### src/rtl/riscv_pkg.sv
// rtl/riscv_pkg.sv - shared RISC-V core types and the commit trace record
package riscv_pkg;

  localparam int XLEN        = 32;
  localparam int TRACE_SEQ_W = 32;

  typedef struct packed {
    logic [XLEN-1:0]        pc;
    logic [XLEN-1:0]        instr;
    logic [4:0]             rd;
    logic [XLEN-1:0]        rd_data;
    logic [TRACE_SEQ_W-1:0] seq;
  } commit_rec_t;

endpackage

### src/rtl/trace_fifo.sv
// rtl/trace_fifo.sv - generic synchronous FIFO with occupancy count
// Caller guarantees push only when not full or when popping in the same cycle.
module trace_fifo #(
  parameter int  DEPTH = 16,
  parameter type T     = logic
) (
  input  logic                   clk_i,
  input  logic                   rstn_i,
  input  logic                   push_i,
  input  T                       data_i,
  input  logic                   pop_i,
  output T                       data_o,
  output logic [$clog2(DEPTH):0] count_o
);

  localparam int PTR_W = $clog2(DEPTH);
  localparam int CNT_W = PTR_W + 1;

  T                 mem_q [DEPTH];
  logic [PTR_W-1:0] wr_ptr_q, wr_ptr_d;
  logic [PTR_W-1:0] rd_ptr_q, rd_ptr_d;
  logic [CNT_W-1:0] count_q, count_d;

  always_comb begin
    wr_ptr_d = wr_ptr_q;
    rd_ptr_d = rd_ptr_q;
    count_d  = count_q;
    if (push_i) wr_ptr_d = wr_ptr_q + PTR_W'(1);
    if (pop_i)  rd_ptr_d = rd_ptr_q + PTR_W'(1);
    if (push_i && !pop_i)      count_d = count_q + CNT_W'(1);
    else if (!push_i && pop_i) count_d = count_q - CNT_W'(1);
  end

  always_ff @(posedge clk_i or negedge rstn_i) begin
    if (!rstn_i) begin
      wr_ptr_q <= '0;
      rd_ptr_q <= '0;
      count_q  <= '0;
    end else begin
      wr_ptr_q <= wr_ptr_d;
      rd_ptr_q <= rd_ptr_d;
      count_q  <= count_d;
    end
  end

  // Payload storage carries no reset; readers gate it with the count.
  always_ff @(posedge clk_i) begin
    if (push_i) mem_q[wr_ptr_q] <= data_i;
  end

  assign data_o  = mem_q[rd_ptr_q];
  assign count_o = count_q;

endmodule

### src/rtl/commit_trace_buffer.sv
// rtl/commit_trace_buffer.sv - commit record capture FIFO with seq tagging and drop count
// Optional COMMIT_TRACE_STALL_EN adds registered backpressure on stall_o.
module commit_trace_buffer
  import riscv_pkg::*;
#(
  parameter int DEPTH        = 16,
  parameter int SKIP_ZERO_PC = 1,
  parameter int DROP_CNT_W   = 16
) (
  input  logic                   clk_i,
  input  logic                   rstn_i,
  input  logic                   update_i,
  input  logic [XLEN-1:0]        pc_i,
  input  logic [XLEN-1:0]        instr_i,
  input  logic [4:0]             reg_addr_i,
  input  logic [XLEN-1:0]        reg_data_i,
  output logic                   trc_valid_o,
  input  logic                   trc_ready_i,
  output logic [XLEN-1:0]        trc_pc_o,
  output logic [XLEN-1:0]        trc_instr_o,
  output logic [4:0]             trc_rd_o,
  output logic [XLEN-1:0]        trc_rd_data_o,
  output logic [31:0]            trc_seq_o,
  output logic [$clog2(DEPTH):0] count_o,
  output logic [DROP_CNT_W-1:0]  drop_cnt_o,
  output logic                   stall_o
);

  localparam int CNT_W = $clog2(DEPTH) + 1;
  localparam logic [CNT_W-1:0] FULL_CNT = CNT_W'(DEPTH);

  logic                   cap, push, pop, drop;
  logic [CNT_W-1:0]       count;
  commit_rec_t            rec_in, head;
  logic [TRACE_SEQ_W-1:0] seq_q, seq_d;
  logic [DROP_CNT_W-1:0]  drop_q, drop_d;

  assign cap         = update_i && !((SKIP_ZERO_PC != 0) && (pc_i == '0));
  assign trc_valid_o = (count != '0);
  assign pop         = trc_valid_o && trc_ready_i;
  assign push        = cap && ((count != FULL_CNT) || pop);
  assign drop        = cap && !push;

  always_comb begin
    rec_in.pc      = pc_i;
    rec_in.instr   = instr_i;
    rec_in.rd      = reg_addr_i;
    rec_in.rd_data = (reg_addr_i == 5'd0) ? '0 : reg_data_i;
    rec_in.seq     = seq_q;
  end

  // Dropped records still consume a sequence number so the sink sees the gap.
  always_comb begin
    seq_d  = seq_q;
    drop_d = drop_q;
    if (cap) seq_d = seq_q + TRACE_SEQ_W'(1);
    if (drop && (drop_q != '1)) drop_d = drop_q + DROP_CNT_W'(1);
  end

  always_ff @(posedge clk_i or negedge rstn_i) begin
    if (!rstn_i) begin
      seq_q  <= '0;
      drop_q <= '0;
    end else begin
      seq_q  <= seq_d;
      drop_q <= drop_d;
    end
  end

  trace_fifo #(
    .DEPTH (DEPTH),
    .T     (commit_rec_t)
  ) u_fifo (
    .clk_i   (clk_i),
    .rstn_i  (rstn_i),
    .push_i  (push),
    .data_i  (rec_in),
    .pop_i   (pop),
    .data_o  (head),
    .count_o (count)
  );

  assign trc_pc_o      = trc_valid_o ? head.pc      : '0;
  assign trc_instr_o   = trc_valid_o ? head.instr   : '0;
  assign trc_rd_o      = trc_valid_o ? head.rd      : '0;
  assign trc_rd_data_o = trc_valid_o ? head.rd_data : '0;
  assign trc_seq_o     = trc_valid_o ? head.seq     : '0;
  assign count_o       = count;
  assign drop_cnt_o    = drop_q;

`ifdef COMMIT_TRACE_STALL_EN
  localparam logic [CNT_W-1:0] STALL_CNT = CNT_W'(DEPTH - 1);
  logic stall_q, stall_d;

  assign stall_d = (count >= STALL_CNT) && !pop;

  always_ff @(posedge clk_i or negedge rstn_i) begin
    if (!rstn_i) stall_q <= 1'b0;
    else         stall_q <= stall_d;
  end

  assign stall_o = stall_q;
`else
  assign stall_o = 1'b0;
`endif

endmodule

### config.mk
export PLATFORM = sky130hd
export DESIGN_NAME = commit_trace_buffer
export DESIGN_NICKNAME = d
export VERILOG_FILES = /design/src/rtl/riscv_pkg.sv /design/src/rtl/trace_fifo.sv /design/src/rtl/commit_trace_buffer.sv
export SDC_FILE = /design/constraint.sdc
export NUM_CORES = 2
export LEC_CHECK = 0
export ABC_AREA = 0
export CORE_MARGIN = 2
export CORE_UTILIZATION = 37
export DETAILED_ROUTE_END_ITERATION = 7
export HOLD_SLACK_MARGIN = 0.1
export PLACE_DENSITY = 0.52
export SYNTH_ARGS = -nofsm -noshare
export SYNTH_HDL_FRONTEND = slang
export SYNTH_SLANG_ARGS = --single-unit
### constraint.sdc
create_clock -name clk_i -period 47.5 [get_ports clk_i]
set_input_delay 9.5 -clock clk_i [delete_from_list [all_inputs] [get_ports clk_i]]
set_output_delay 9.5 -clock clk_i [all_outputs]
set_load 0.01 [all_outputs]
==> flow_summary.json <==
{
  "antenna_found_initial": 10,
  "initial_core_util": 0.3714,
  "critPathMaxFanout": 74,
  "final.setup.tns_ps": 0,
  "synth_commonest_cells": "edfxtp_1, mux4_2, a22oi_1",
  "antenna_left": 0,
  "final_hold_viol_count": 0,
  "post_cts_buffers": 0,
  "cp_slowest_cell": "buf_4",
  "crit_path_end_kind": "output port",
  "dp.cells": 6773,
  "grt_first_pass_wirelength_mm": 300.9,
  "post-synth-top-count-cell": "edfxtp_1",
  "totalWireLength_mm": 210.2,
  "yosysWarnings": 0,
  "drt-vias-per-instance": 5.457,
  "finalWeightedCongestion": 0.6997,
  "fin_crit_ps": 15480,
  "globalRouteOverflowTotal": 0,
  "max_clock_freq_mhz": 64.59,
  "drc_errors": 0,
  "synthDistinctLibCells": 46,
  "cts-hold-fix-buffers": 0,
  "synth_nets": 3762,
  "post_cts_resized": 0,
  "rsz0062_at_grt": "false",
  "max-slew-margin-rel": 0.1344,
  "wl_per_cell_um": 29.25,
  "clk_latency_ps": 850,
  "ir_drop_mv": 0.04716,
  "grt_usage": 0.1819,
  "nFillCells": 19200,
  "numPortBuffers": 259,
  "grt_pass1_vias": 41170,
  "die_area_um2": 228900,
  "synth_area_um2": 83280,
  "worst-path-buf-inv": 4,
  "synth_top_flop_cell": "edfxtp_1",
  "cp-start-kind": "register",
  "areaGrowthSynthToFinish_pct": 16.00,
  "path_delay_family": "buffers and inverters",
  "clock_path_buffers": 3,
  "core_um2": 224200,
  "worstPathCellList": "buf_4 -> buf_4 -> buf_4 -> mux4_2 -> a22oi_1 -> a21oi_1 -> clkdlybuf4s50_1",
  "ys_seq_area_frac": 0.7857,
  "leakage_uw": 0.02965,
  "drt_iter0_drc": 3586,
  "setup_violations": 0,
  "synth-seq-cells": 2189,
  "worstMarginPinSlew_ps": 1297,
  "netlist_top_cells_area": "edfxtp_1, mux4_2, dfrtp_1",
  "instances_no_fill": 7187,
  "worstPathRequired_ps": 38000,
  "dieWidth_um": 478.4,
  "cts_tree": "yes",
  "htree_num_levels": 4,
  "skew_ps": 35.10,
  "grt_max_degree": 113,
  "hpwlAfterDp_mm": 105.3,
  "period_share": 0.3260,
  "async_flop_share": 0.02787,
  "drive_above_1_share": 0.2385,
  "cp_common_cell": "buf_4",
  "power.density_nw_per_um2": 61.05,
  "syn_inst": 3644,
  "cts.clk_slew.worst_paths_ps": 60,
  "hold_class": "reg -> reg",
  "status": "finished, final reports clean",
  "fp.dieH_um": 478.4,
  "io_pins": 261,
  "maxCapViolations": 0,
  "syn_avg_cell_area_um2": 22.85,
  "cts.sinks": 2189,
  "worstPathArrival_ps": 5980,
  "numCtsBuffers": 223,
  "criticalPathCategory": "reg -> out",
  "vias": 39220,
  "root_buffer": "clkbuf_16",
  "synth_edf_count": 2128,
  "max_stage_delay_ps": 980,
  "synth_top_area_share": 0.7673,
  "maxSlewViolCount": 0,
  "synth_area_leader_cell": "edfxtp_1",
  "final_nets": 4124,
  "num_rows": 174,
  "dr.pass1.iters": 7
}
## kinds of logic (layout without fill, tap and decap cells)
| group | Yosys count | in the layout | synth area share |
|---|---|---|---|
| AOI/OAI and AO/OA | 377 | 377 | 0.02904 |
| xor gates and xnor gates | 54 | 54 | 0.005679 |
| adders and majority gates | 13 | 13 | 0.002043 |
| buffers and inverters | 225 | 770 | 0.01127 |
| DFF | 2189 | 2189 | 0.7857 |
| muxes | 603 | 603 | 0.1530 |
| other | 1 | 7 | 0.00004503 |
| and+or+nand+nor | 182 | 182 | 0.01327 |
## placed cells by master (no fill, tap or decap), types with 11 or more instances in the layout
cell type        synthesis  final
a21oi_1                135    135
a22oi_1                202    202
buf_4                    1     76
bufinv_16                0     12
clkbuf_1               132     52
clkbuf_16                0    226
clkdlybuf4s50_1          0    258
clkinv_1                 0     53
clkinv_2                 0     45
dfrtp_1                 61     57
edfxtp_1              2128   2128
ha_1                    12     12
inv_1                   19     18
mux2_2                  38     38
mux2i_1                 33     33
mux4_2                 532    532
nand2_1                 19     19
nand3_1                 19     19
nand4_1                 11     11
nor2_1                  22     19
nor2b_1                 37     35
nor3_1                  17     17
nor4_1                  16     14
o21ai_0                 26     26
xnor2_1                 17     17
xor2_1                  37     37
## final timing paths
| path | from | end | slack (ps) | cells after the start |
|---|---|---|---|---|
| max in group asynchronous | rstn_i | u_fifo.rd_ptr_q[1]$_DFFE_PN0P_ | 37990 | 2 |
| min in group asynchronous | rstn_i | drop_cnt_o[5]$_DFFE_PN0P_ | 8470 | 1 |
| setup reg to reg | u_fifo.count_o[0]$_DFFE_PN0P_ | u_fifo.count_o[4]$_DFFE_PN0P_ | 43290 | 12 |
| setup / recovery | u_fifo.rd_ptr_q[1]$_DFFE_PN0P_ | trc_instr_o[24] | 32020 | 7 |
| hold / removal | drop_cnt_o[9]$_DFFE_PN0P_ | drop_cnt_o[9]$_DFFE_PN0P_ | 490 | 1 |
| hold reg to reg | drop_cnt_o[9]$_DFFE_PN0P_ | drop_cnt_o[9]$_DFFE_PN0P_ | 490 | 1 |
## sequential cells by signal, summed over array words and instances, names as in the netlist
register	count
u_fifo.wr_ptr_q	4
u_fifo.count_o	5
u_fifo.rd_ptr_q	4
u_fifo.mem_q	2128
drop_cnt_o	16
seq_q	32
## final cells by class
cell class / count / area (um2) / area share
tap: 2992 / 3744 / 0.03875
sequential: 2189 / 65440 / 0.6775
clock buffer: 278 / 5851 / 0.06056
timing repair buffer: 343 / 3333 / 0.03450
inverter: 19 / 71.32 / 0.0007383
clock inverter: 130 / 1094 / 0.01132
antenna: 6 / 15.01 / 0.0001554
multi-input combinational: 1230 / 17050 / 0.1765
## power by group
group	switching, uW	total, uW	internal, uW	leakage, uW
Sequential	94.6	2430	2340	0.0196
Combinational	994	1790	798	0.00663
Clock	737	1670	937	0.00340
Total	1830	5900	4070	0.0296
## layer usage
| metal | up-vias | wire length [um] | share of wire | global-route usage |
|---|---|---|---|---|
| li1 | 16290 | - | - | - |
| met1 | 21580 | 94440 | 0.45 | 0.2633 |
| met2 | 1086 | 100400 | 0.48 | 0.2884 |
| met3 | 264 | 11740 | 0.056 | 0.03308 |
| met4 | 2 | 3603 | 0.017 | 0.03846 |
| met5 | - | 7 | 0.000033 | 0 |
## per-stage QoR
stage          instance area [um2]  total power (uW)  setup slack, ps  hold WS [ps]    util
4_1_cts                      96590              6001            31780         495.4  0.4307
5_1_grt                      96590              6167            31530         507.1  0.4307
3_3_place_gp                 89640              4311            32340         480.0  0.3998
3_5_place_dp                 89640              4318            32320         480.5  0.3998
6_report                     96600              5897            32020         488.6  0.4308
2_1_floorplan                83280              3534            22730         521.3       -
No activity file was read; power rests on OpenSTA's default activity.
